[config.mk]
export PLATFORM = sky130hd
export DESIGN_NAME = apb_req_arbiter
export DESIGN_NICKNAME = d
export VERILOG_FILES = /design/src/rtl/apb_arb_pkg.sv /design/src/rtl/apb_rr_arbiter.sv /design/src/rtl/apb_req_arbiter.sv
export SDC_FILE = /design/constraint.sdc
export NUM_CORES = 1
export LEC_CHECK = 0
export CORE_MARGIN = 8
export CORE_UTILIZATION = 42
export CTS_CLUSTER_SIZE = 16
export DETAILED_ROUTE_END_ITERATION = 10
export PLACE_DENSITY = 0.94
export SLEW_MARGIN = 20
export SYNTH_ARGS = -nofsm -noshare
export SYNTH_HDL_FRONTEND = slang
export SYNTH_SLANG_ARGS = --single-unit
[constraint.sdc]
create_clock -name clk -period 3.5 [get_ports clk]
set_input_delay 0.7 -clock clk [delete_from_list [all_inputs] [get_ports clk]]
set_output_delay 0.7 -clock clk [all_outputs]
set_load 0.02 [all_outputs]
[src/rtl/apb_arb_pkg.sv]
// apb_arb_pkg: shared FSM state type, APB data width and the round-robin pick helper
//   state_e        IDLE/SETUP/ACCESS/RESP transfer phases
//   APB_DATA_WIDTH fixed APB data width
//   rr_pick        first set request bit after ptr, wrapping within n requesters
package apb_arb_pkg;
    typedef enum logic [1:0] {IDLE, SETUP, ACCESS, RESP} state_e;
    localparam int APB_DATA_WIDTH = 32;
    localparam int MAX_REQ = 8;
    function automatic logic [2:0] rr_pick(input logic [MAX_REQ-1:0] req, input logic [2:0] ptr, input int unsigned n);
        logic [2:0] g;
        logic hit;
        int unsigned idx;
        g = ptr;
        hit = 1'b0;
        for (int unsigned i = 1; i <= MAX_REQ; i++) begin
            idx = (32'(ptr) + i) % n;
            if (!hit && i <= n && req[idx[2:0]]) begin
                g = idx[2:0];
                hit = 1'b1;
            end
        end
        return g;
    endfunction
endpackage

[src/rtl/apb_rr_arbiter.sv]
// apb_rr_arbiter: combinational round-robin pick plus the last-grant pointer
//   clk, rstn   clock, async active-low reset
//   i_req       request vector
//   i_advance   grant taken this cycle; pointer moves to the winner
//   o_gnt       winning index, searching upward from the pointer + 1
//   o_any       at least one request pending
module apb_rr_arbiter
    import apb_arb_pkg::*;
#(
    parameter int NUM_REQ = 2
) (
    input  logic                       clk,
    input  logic                       rstn,
    input  logic [NUM_REQ-1:0]         i_req,
    input  logic                       i_advance,
    output logic [$clog2(NUM_REQ)-1:0] o_gnt,
    output logic                       o_any
);
    logic [2:0] r_ptr;
    logic [2:0] w_pick;
    assign w_pick = rr_pick(8'(i_req), r_ptr, NUM_REQ);
    assign o_gnt  = w_pick[$clog2(NUM_REQ)-1:0];
    assign o_any  = |i_req;
    // pointer starts at the last requester so requester 0 wins first after reset
    always_ff @(posedge clk or negedge rstn) begin
        if (!rstn) r_ptr <= 3'(NUM_REQ - 1);
        else if (i_advance) r_ptr <= w_pick;
    end
endmodule

[src/rtl/apb_req_arbiter.sv]
// apb_req_arbiter: round-robin sharing of one APB master port among NUM_REQ requesters
//   clk, rstn                                  clock, async active-low reset
//   req_valid/req_ready/req_write/addr/wdata   command side; req_ready is a 1-cycle accept
//   rsp_valid/rsp_rdata/rsp_err                1-cycle completion to the granted requester
//   psel/penable/pwrite/paddr/pwdata           APB request outputs
//   prdata/pready/pslverr                      APB completion inputs
//   APB_TIMEOUT_EN                             enables the ACCESS-phase timeout abort
module apb_req_arbiter
    import apb_arb_pkg::*;
#(
    parameter int NUM_REQ        = 2,
    parameter int ADDR_WIDTH     = 12,
    parameter int DATA_WIDTH     = APB_DATA_WIDTH,
    parameter int TIMEOUT_CYCLES = 256
) (
    input  logic                               clk,
    input  logic                               rstn,
    input  logic [NUM_REQ-1:0]                 req_valid,
    output logic [NUM_REQ-1:0]                 req_ready,
    input  logic [NUM_REQ-1:0]                 req_write,
    input  logic [NUM_REQ-1:0][ADDR_WIDTH-1:0] req_addr,
    input  logic [NUM_REQ-1:0][DATA_WIDTH-1:0] req_wdata,
    output logic [NUM_REQ-1:0]                 rsp_valid,
    output logic [DATA_WIDTH-1:0]              rsp_rdata,
    output logic                               rsp_err,
    output logic                               psel,
    output logic                               penable,
    output logic                               pwrite,
    output logic [ADDR_WIDTH-1:0]              paddr,
    output logic [DATA_WIDTH-1:0]              pwdata,
    input  logic [DATA_WIDTH-1:0]              prdata,
    input  logic                               pready,
    input  logic                               pslverr
);
    localparam int gw = $clog2(NUM_REQ);
    localparam logic [NUM_REQ-1:0] one = NUM_REQ'(1);
    state_e r_state;
    logic [gw-1:0] w_gnt;
    logic [gw-1:0] r_gnt;
    logic w_any;
    logic w_accept;
    logic w_timeout;
    logic r_write;
    logic r_err;
    logic [ADDR_WIDTH-1:0] r_addr;
    logic [DATA_WIDTH-1:0] r_wdata;
    logic [DATA_WIDTH-1:0] r_rdata;
    apb_rr_arbiter #(.NUM_REQ(NUM_REQ)) u_rr (
        .clk      (clk),
        .rstn     (rstn),
        .i_req    (req_valid),
        .i_advance(w_accept),
        .o_gnt    (w_gnt),
        .o_any    (w_any)
    );
    // rstn gates the accept so req_ready stays low while reset is held
    assign w_accept  = rstn && r_state == IDLE && w_any;
    assign req_ready = w_accept ? one << w_gnt : '0;
    assign rsp_valid = r_state == RESP ? one << r_gnt : '0;
    assign rsp_rdata = r_state == RESP ? r_rdata : '0;
    assign rsp_err   = r_state == RESP && r_err;
    assign psel      = r_state == SETUP || r_state == ACCESS;
    assign penable   = r_state == ACCESS;
    assign pwrite    = r_write;
    assign paddr     = r_addr;
    assign pwdata    = r_wdata;
`ifdef APB_TIMEOUT_EN
    localparam int tw = $clog2(TIMEOUT_CYCLES) > 8 ? $clog2(TIMEOUT_CYCLES) : 8;
    logic [tw-1:0] r_cnt;
    // counts ACCESS cycles without pready; cleared while in SETUP so it is 0 on ACCESS entry
    always_ff @(posedge clk or negedge rstn) begin
        if (!rstn) r_cnt <= '0;
        else if (r_state == SETUP) r_cnt <= '0;
        else if (r_state == ACCESS && !pready) r_cnt <= r_cnt + 1'b1;
    end
    assign w_timeout = r_state == ACCESS && !pready && r_cnt == tw'(TIMEOUT_CYCLES - 1);
`else
    // the limit has no effect without the timeout counter
    assign w_timeout = 1'b0 & (TIMEOUT_CYCLES > 0);
`endif
    always_ff @(posedge clk or negedge rstn) begin
        if (!rstn) begin
            r_state <= IDLE;
            r_gnt   <= '0;
            r_write <= 1'b0;
            r_addr  <= '0;
            r_wdata <= '0;
            r_rdata <= '0;
            r_err   <= 1'b0;
        end else begin
            case (r_state)
                IDLE: if (w_accept) begin
                    r_state <= SETUP;
                    r_gnt   <= w_gnt;
                    r_write <= req_write[w_gnt];
                    r_addr  <= req_addr[w_gnt];
                    r_wdata <= req_wdata[w_gnt];
                end
                SETUP: r_state <= ACCESS;
                ACCESS: if (pready) begin
                    r_state <= RESP;
                    r_rdata <= r_write ? '0 : prdata;
                    r_err   <= pslverr;
                end else if (w_timeout) begin
                    r_state <= RESP;
                    r_rdata <= '0;
                    r_err   <= 1'b1;
                end
                default: r_state <= IDLE;
            endcase
        end
    end
endmodule

==> results.sh, run 1 <==
export IMPL_status="finished clean"
export IMPL_clk_transition_reported_paths_ns=0.09
export IMPL_design_core_area_um2=8760
export IMPL_critPathLaunchType="flip-flop"
export IMPL_synth_nets=482
export IMPL_seq_area_um2=2050
export IMPL_final_area_um2=6190
export IMPL_power_density_nw_per_um2=778
export IMPL_final_setup_skew_ns=0.0164
export IMPL_vdd_drop_max_mv=0.396
export IMPL_gp_congestion=0.761
export IMPL_postPlaceCellArea_um2=5950
export IMPL_dr_total_vias=3428
export IMPL_fillers=584
export IMPL_fp_dieW_um=111
export IMPL_grt_pass1_vias=3696
export IMPL_cp_max_fo=35
export IMPL_max_freq_mhz=325
export IMPL_syn_area_per_cell_um2=10.8
export IMPL_multi_input_area_um2=1590
export IMPL_grt_use_total=0.195
export IMPL_dieArea_um2=12300
export IMPL_grt_antenna_before_repair=1
export IMPL_rsz0062_at_grt="no"
export IMPL_worst_pin_slew_ns=0.875
export IMPL_final_common_cell="clkdlybuf4s50_1"
export IMPL_pin_count=212
export IMPL_hp_class="flip-flop to flip-flop"
export IMPL_setup_violations=0
export IMPL_diodes=0
export IMPL_synth_seq_cells=82
export IMPL_die_h_um=111
export IMPL_cts_repair_resized=0
export IMPL_synthTopCellsByArea="dfrtp_1, a221o_1, and2_1"
export IMPL_layout_common_cells="clkdlybuf4s50_1, dfrtp_1, a221o_1, and2_1, and2_0"
export IMPL_place_inst=650
export IMPL_area_growth_pct=63.0
export IMPL_slew_headroom=0.417
export IMPL_start_util=0.433
export IMPL_fp_row_count=34
export IMPL_drt_iter0_markers=129
export IMPL_cts_sinks=82
export IMPL_cts_tree="done"
export IMPL_async_flop_share=1.00
export IMPL_fin_crit_sh=0.878
export IMPL_synth_seq_area_share=0.541
export IMPL_synth_top_cell_area_share=0.534
export IMPL_cp_end_kind="output port"
export IMPL_yosys_warnings=0
export IMPL_crit_type="flip-flop to output port"
export IMPL_hold_buffers=0
export IMPL_dp_hpwl_um=9250
export IMPL_wirelength_um=12400
export IMPL_avgRoutedWirePerCell_um=18.7
export IMPL_synth_distinct_cells=22
export IMPL_syn_area_um2=3800
export IMPL_pwr_share_comb=0.501
export IMPL_required_ns=2.80
export IMPL_grt_max_degree=83
export IMPL_drc_errors=0
export IMPL_maxSlewViolCount=0
export IMPL_ant_nets=0
export IMPL_root_buffer="clkbuf_8"
export IMPL_grt_first_pass_wirelength_um=19700
export IMPL_p_int_w=0.00307
export IMPL_io_buffers=211
export IMPL_nNetsFinal=684
export IMPL_cts_setup_buffers=0
export IMPL_clockBufferDepth=2
export IMPL_drive_gt1_frac=0.0539
export IMPL_cts_made_buffers=9
export IMPL_sw_frac_of_total=0.363
export IMPL_post_route_util=0.707
export IMPL_gr_total_overflow=0
export IMPL_netSwitchingPower_w=0.00175
export IMPL_seq_power_share=0.329
export IMPL_period_minus_slack_ns=3.07
export IMPL_synth_edf_count=0
export IMPL_maxCapViolCount=0
export IMPL_fin_cells=665
export IMPL_first_pass_iters=4
export IMPL_netlist_instances=351
export IMPL_yosys_area_top_type="dfrtp_1"
export IMPL_leakage_nw=2.61
export IMPL_via_per_inst=5.15
export IMPL_tns_ns=0
export IMPL_pwr_share_clk=0.169
export IMPL_h_tree_depth=3
export IMPL_hold_viol_final=0
export IMPL_critical_path_arrival_ns=2.37
export IMPL_synthFlopType="dfrtp_1"
export IMPL_clk_latency_ns=0.34
==> layout make-up <==
class	instances	area share
well taps	108	0.0218
clock buffers	9	0.0200
flip-flops and latches	82	0.332
clock inverters	6	0.0182
multi-input cells	238	0.256
repair buffers	218	0.350
inverters	4	0.00242
==> power by group through the flow <==
| stage | registers (W) | clock network [W] | logic [W] |
|---|---|---|---|
| after floorplan | 0.00185 | 0 | 0.00105 |
| after global placement | 0.00158 | 0 | 0.00236 |
| after detailed placement | 0.00160 | 0 | 0.00243 |
| after CTS | 0.00159 | 0.000831 | 0.00244 |
| after global routing | 0.00163 | 0.000874 | 0.00259 |
| final | 0.00159 | 0.000816 | 0.00242 |
==> Yosys cell counts (3+ instances only) <==
master and n:
and2_1 40, a21oi_1 3, clkbuf_1 14, ha_1 3, o21ai_0 33, and2_0 39, nand2b_1 32, dfrtp_1 81
buf_4 4, a221o_1 45, buf_2 5, nand2_1 33, inv_1 4, buf_6 4
==> logic make-up after synthesis <==
| family | Yosys count | synth area share |
|---|---|---|
| mux | 2 | 0.00593 |
| compound gates | 85 | 0.178 |
| fa+ha+maj | 3 | 0.00988 |
| simple gates | 148 | 0.221 |
| buf+inv | 31 | 0.0441 |
| flops | 82 | 0.541 |
==> sequential cells by signal (all words and copies together), names as in the netlist <==
register,cells
paddr,12
r_gnt,1
pwdata,32
pwrite,1
r_err,1
r_rdata,32
r_state,2
u_rr.r_ptr,1
==> routing by layer <==
metal  wire length (um)  GRT usage  part of all wire  vias to the layer above
met4                231     0.0667             0.019                        2
met3               1310     0.0844              0.11                       18
li1                   -          -                 -                     1618
met2               5740      0.303              0.46                      184
met5                 12          0           0.00097                        -
met1               5140      0.235              0.41                     1606
==> through the flow <==
step / power [W] / hold WS, ns / setup slack [ns]
after global placement: 0.00394 / 0.456 / 0.635
after detailed placement: 0.00403 / 0.462 / 0.585
final: 0.00482 / 0.478 / 0.427
after global routing: 0.00510 / 0.500 / 0.214
after floorplan: 0.00291 / 0.404 / 1.57
after CTS: 0.00486 / 0.484 / 0.391
==> final timing paths <==
path	from	to	slack [ns]	cells past startpoint
max	r_state[1]	rsp_rdata[18]	0.43	3
min in group asynchronous	rstn	r_rdata[1]	0.55	2
max reg2reg	r_state[0]	pwdata[6]	1.59	6
min	r_rdata[24]	r_rdata[24]	0.48	2
min reg2reg	r_rdata[24]	r_rdata[24]	0.48	2
max in group asynchronous	rstn	pwdata[19]	2.43	2
==> critical path: stages, from the launching register on <==
cell and delay [ns]:
dfrtp_1 0.40, ha_1 0.75, and2_1 0.26, clkdlybuf4s50_1 0.62
Power figures use the tool's default switching activity.
==> run 2: changes to the inputs <==
--- a/config.mk
+++ b/config.mk
@@ -9,8 +9,8 @@
 export CORE_UTILIZATION = 42
 export CTS_CLUSTER_SIZE = 16
 export DETAILED_ROUTE_END_ITERATION = 10
+export GPL_TIMING_DRIVEN = 0
 export PLACE_DENSITY = 0.94
-export SLEW_MARGIN = 20
 export SYNTH_ARGS = -nofsm -noshare
 export SYNTH_HDL_FRONTEND = slang
 export SYNTH_SLANG_ARGS = --single-unit
==> run 2 against run 1 <==
Net effect: flip-flop and latch count stayed put; register-to-register slack gained 0.02 ns; cell area up 1.8%; utilization up 1.2 points; setup slack got worse by 0.31 ns; worst hold slack got worse by 0.21 ns; wire length is 6.3% higher; non-clock buffer count increased by 21; via count up 4.5%; critical endpoint is now req_ready[1]; highest routed layer is now met4.
==> results.sh, run 2 (same netlist as run 1, synthesis figures left out) <==
export IMPL_avgRoutedWirePerCell_um=19.2
export IMPL_cts_sinks=82
export IMPL_first_pass_iters=4
export IMPL_h_tree_depth=3
export IMPL_nNetsFinal=705
export IMPL_fillers=577
export IMPL_hp_class="primary input to asynchronous set/reset pin"
export IMPL_wirelength_um=13200
export IMPL_clk_transition_reported_paths_ns=0.08
export IMPL_pwr_share_clk=0.159
export IMPL_gp_congestion=0.816
export IMPL_hold_viol_final=0
export IMPL_maxCapViolCount=0
export IMPL_root_buffer="clkbuf_8"
export IMPL_maxSlewViolCount=0
export IMPL_required_ns=2.80
export IMPL_leakage_nw=2.67
export IMPL_die_h_um=111
export IMPL_p_int_w=0.00305
export IMPL_status="finished clean"
export IMPL_tns_ns=0
export IMPL_finalHoldWorstSlack_ns=0.266
export IMPL_dr_total_vias=3583
export IMPL_grt_pass1_vias=3960
export IMPL_cp_max_fo=10
export IMPL_dp_hpwl_um=10300
export IMPL_place_inst=671
export IMPL_hold_buffers=0
export IMPL_crit_type="primary input to output port"
export IMPL_drc_errors=0
export IMPL_fin_cells=687
export IMPL_pin_count=212
export IMPL_dieArea_um2=12300
export IMPL_ant_nets=0
export IMPL_power_density_nw_per_um2=769
export IMPL_grt_first_pass_wirelength_um=21000
export IMPL_drt_iter0_markers=193
export IMPL_via_per_inst=5.22
export IMPL_critPathLaunchType="primary input"
export IMPL_design_core_area_um2=8760
export IMPL_drive_gt1_frac=0.0639
export IMPL_fp_row_count=34
export IMPL_vdd_drop_max_mv=0.359
export IMPL_period_minus_slack_ns=3.38
export IMPL_seq_power_share=0.331
export IMPL_clockBufferDepth=2
export IMPL_cts_made_buffers=9
export IMPL_seq_area_um2=2050
export IMPL_start_util=0.433
export IMPL_slew_headroom=0.636
export IMPL_setup_violations=0
export IMPL_rsz0062_at_grt="no"
export IMPL_final_setup_skew_ns=0.0111
export IMPL_r2r_cells=7
export IMPL_cp_end_kind="output port"
export IMPL_fin_crit_sh=0.965
export IMPL_grt_use_total=0.209
export IMPL_multi_input_area_um2=1580
export IMPL_cts_tree="done"
export IMPL_fp_dieW_um=111
export IMPL_final_area_um2=6300
export IMPL_layout_common_cells="clkdlybuf4s50_1, dfrtp_1, a221o_1, and2_1, and2_0"
export IMPL_diodes=0
export IMPL_sw_frac_of_total=0.371
export IMPL_pwr_share_comb=0.510
export IMPL_grt_antenna_before_repair=0
export IMPL_area_growth_pct=65.9
export IMPL_final_common_cell="clkdlybuf4s50_1"
export IMPL_gr_total_overflow=0
export IMPL_critical_path_arrival_ns=2.68
export IMPL_max_freq_mhz=296
export IMPL_clk_latency_ns=0.34
export IMPL_grt_max_degree=47
export IMPL_worst_pin_slew_ns=0.547
export IMPL_io_buffers=211
export IMPL_postPlaceCellArea_um2=6070
export IMPL_cts_setup_buffers=0
export IMPL_post_route_util=0.719
export IMPL_netSwitchingPower_w=0.00180
-- run 2: timing repair --
action | in CTS | in global routing
hold endpoints to repair | 0 | 0
resized for setup | 0 | 1
endpoints found under the setup margin | 0 | 1
-- run 2: layer usage --
layer | track usage | wire length [um] | up-vias
li1 | - | - | 1662
met1 | 0.237 | 5300 | 1704
met2 | 0.348 | 6320 | 192
met3 | 0.0774 | 1250 | 25
met4 | 0.0791 | 346 | 0
met5 | 0 | 0 | -
-- run 2: cell type report --
type                    instances  share of cell area
flip-flops and latches         82               0.326
inverters                       4             0.00238
well taps                     108              0.0214
clock buffers                  10              0.0218
multi-input cells             238               0.250
plain buffers                  27              0.0242
repair buffers                212               0.340
clock inverters                 6              0.0143
-- run 2: metrics by stage --
stage | setup slack (ns) | total power, W
after floorplan | 1.57 | 0.00291
after global placement | -2.99 | 0.00399
after detailed placement | 0.0816 | 0.00409
after global routing | 0.0405 | 0.00512
final | 0.122 | 0.00485
after CTS | 0.0744 | 0.00488
-- run 2: power by group through the flow --
stage	logic, W	clock network [W]	registers, W
after floorplan	0.00105	0	0.00185
after global placement	0.00240	0	0.00159
after detailed placement	0.00248	0	0.00161
after CTS	0.00250	0.000786	0.00160
after global routing	0.00265	0.000828	0.00165
final	0.00247	0.000770	0.00160
-- run 2: worst max-delay path, stage by stage --
cell	delay, ns
clkdlybuf4s50_1	0.55
nand3_1	0.15
a21oi_4	0.36
buf_4	0.28
clkdlybuf4s50_1	0.63
-- run 2: worst paths after layout --
check | from | endpoint | slack, ns
min in group clk | r_rdata[19] | r_rdata[19] | 0.48
setup / recovery | req_valid[1] | req_ready[1] | 0.12
max in group asynchronous | rstn | pwdata[23] | 2.68
hold reg to reg | r_rdata[19] | r_rdata[19] | 0.48
setup reg to reg | r_state[0] | r_rdata[28] | 1.61
hold / removal | rstn | r_rdata[24] | 0.27
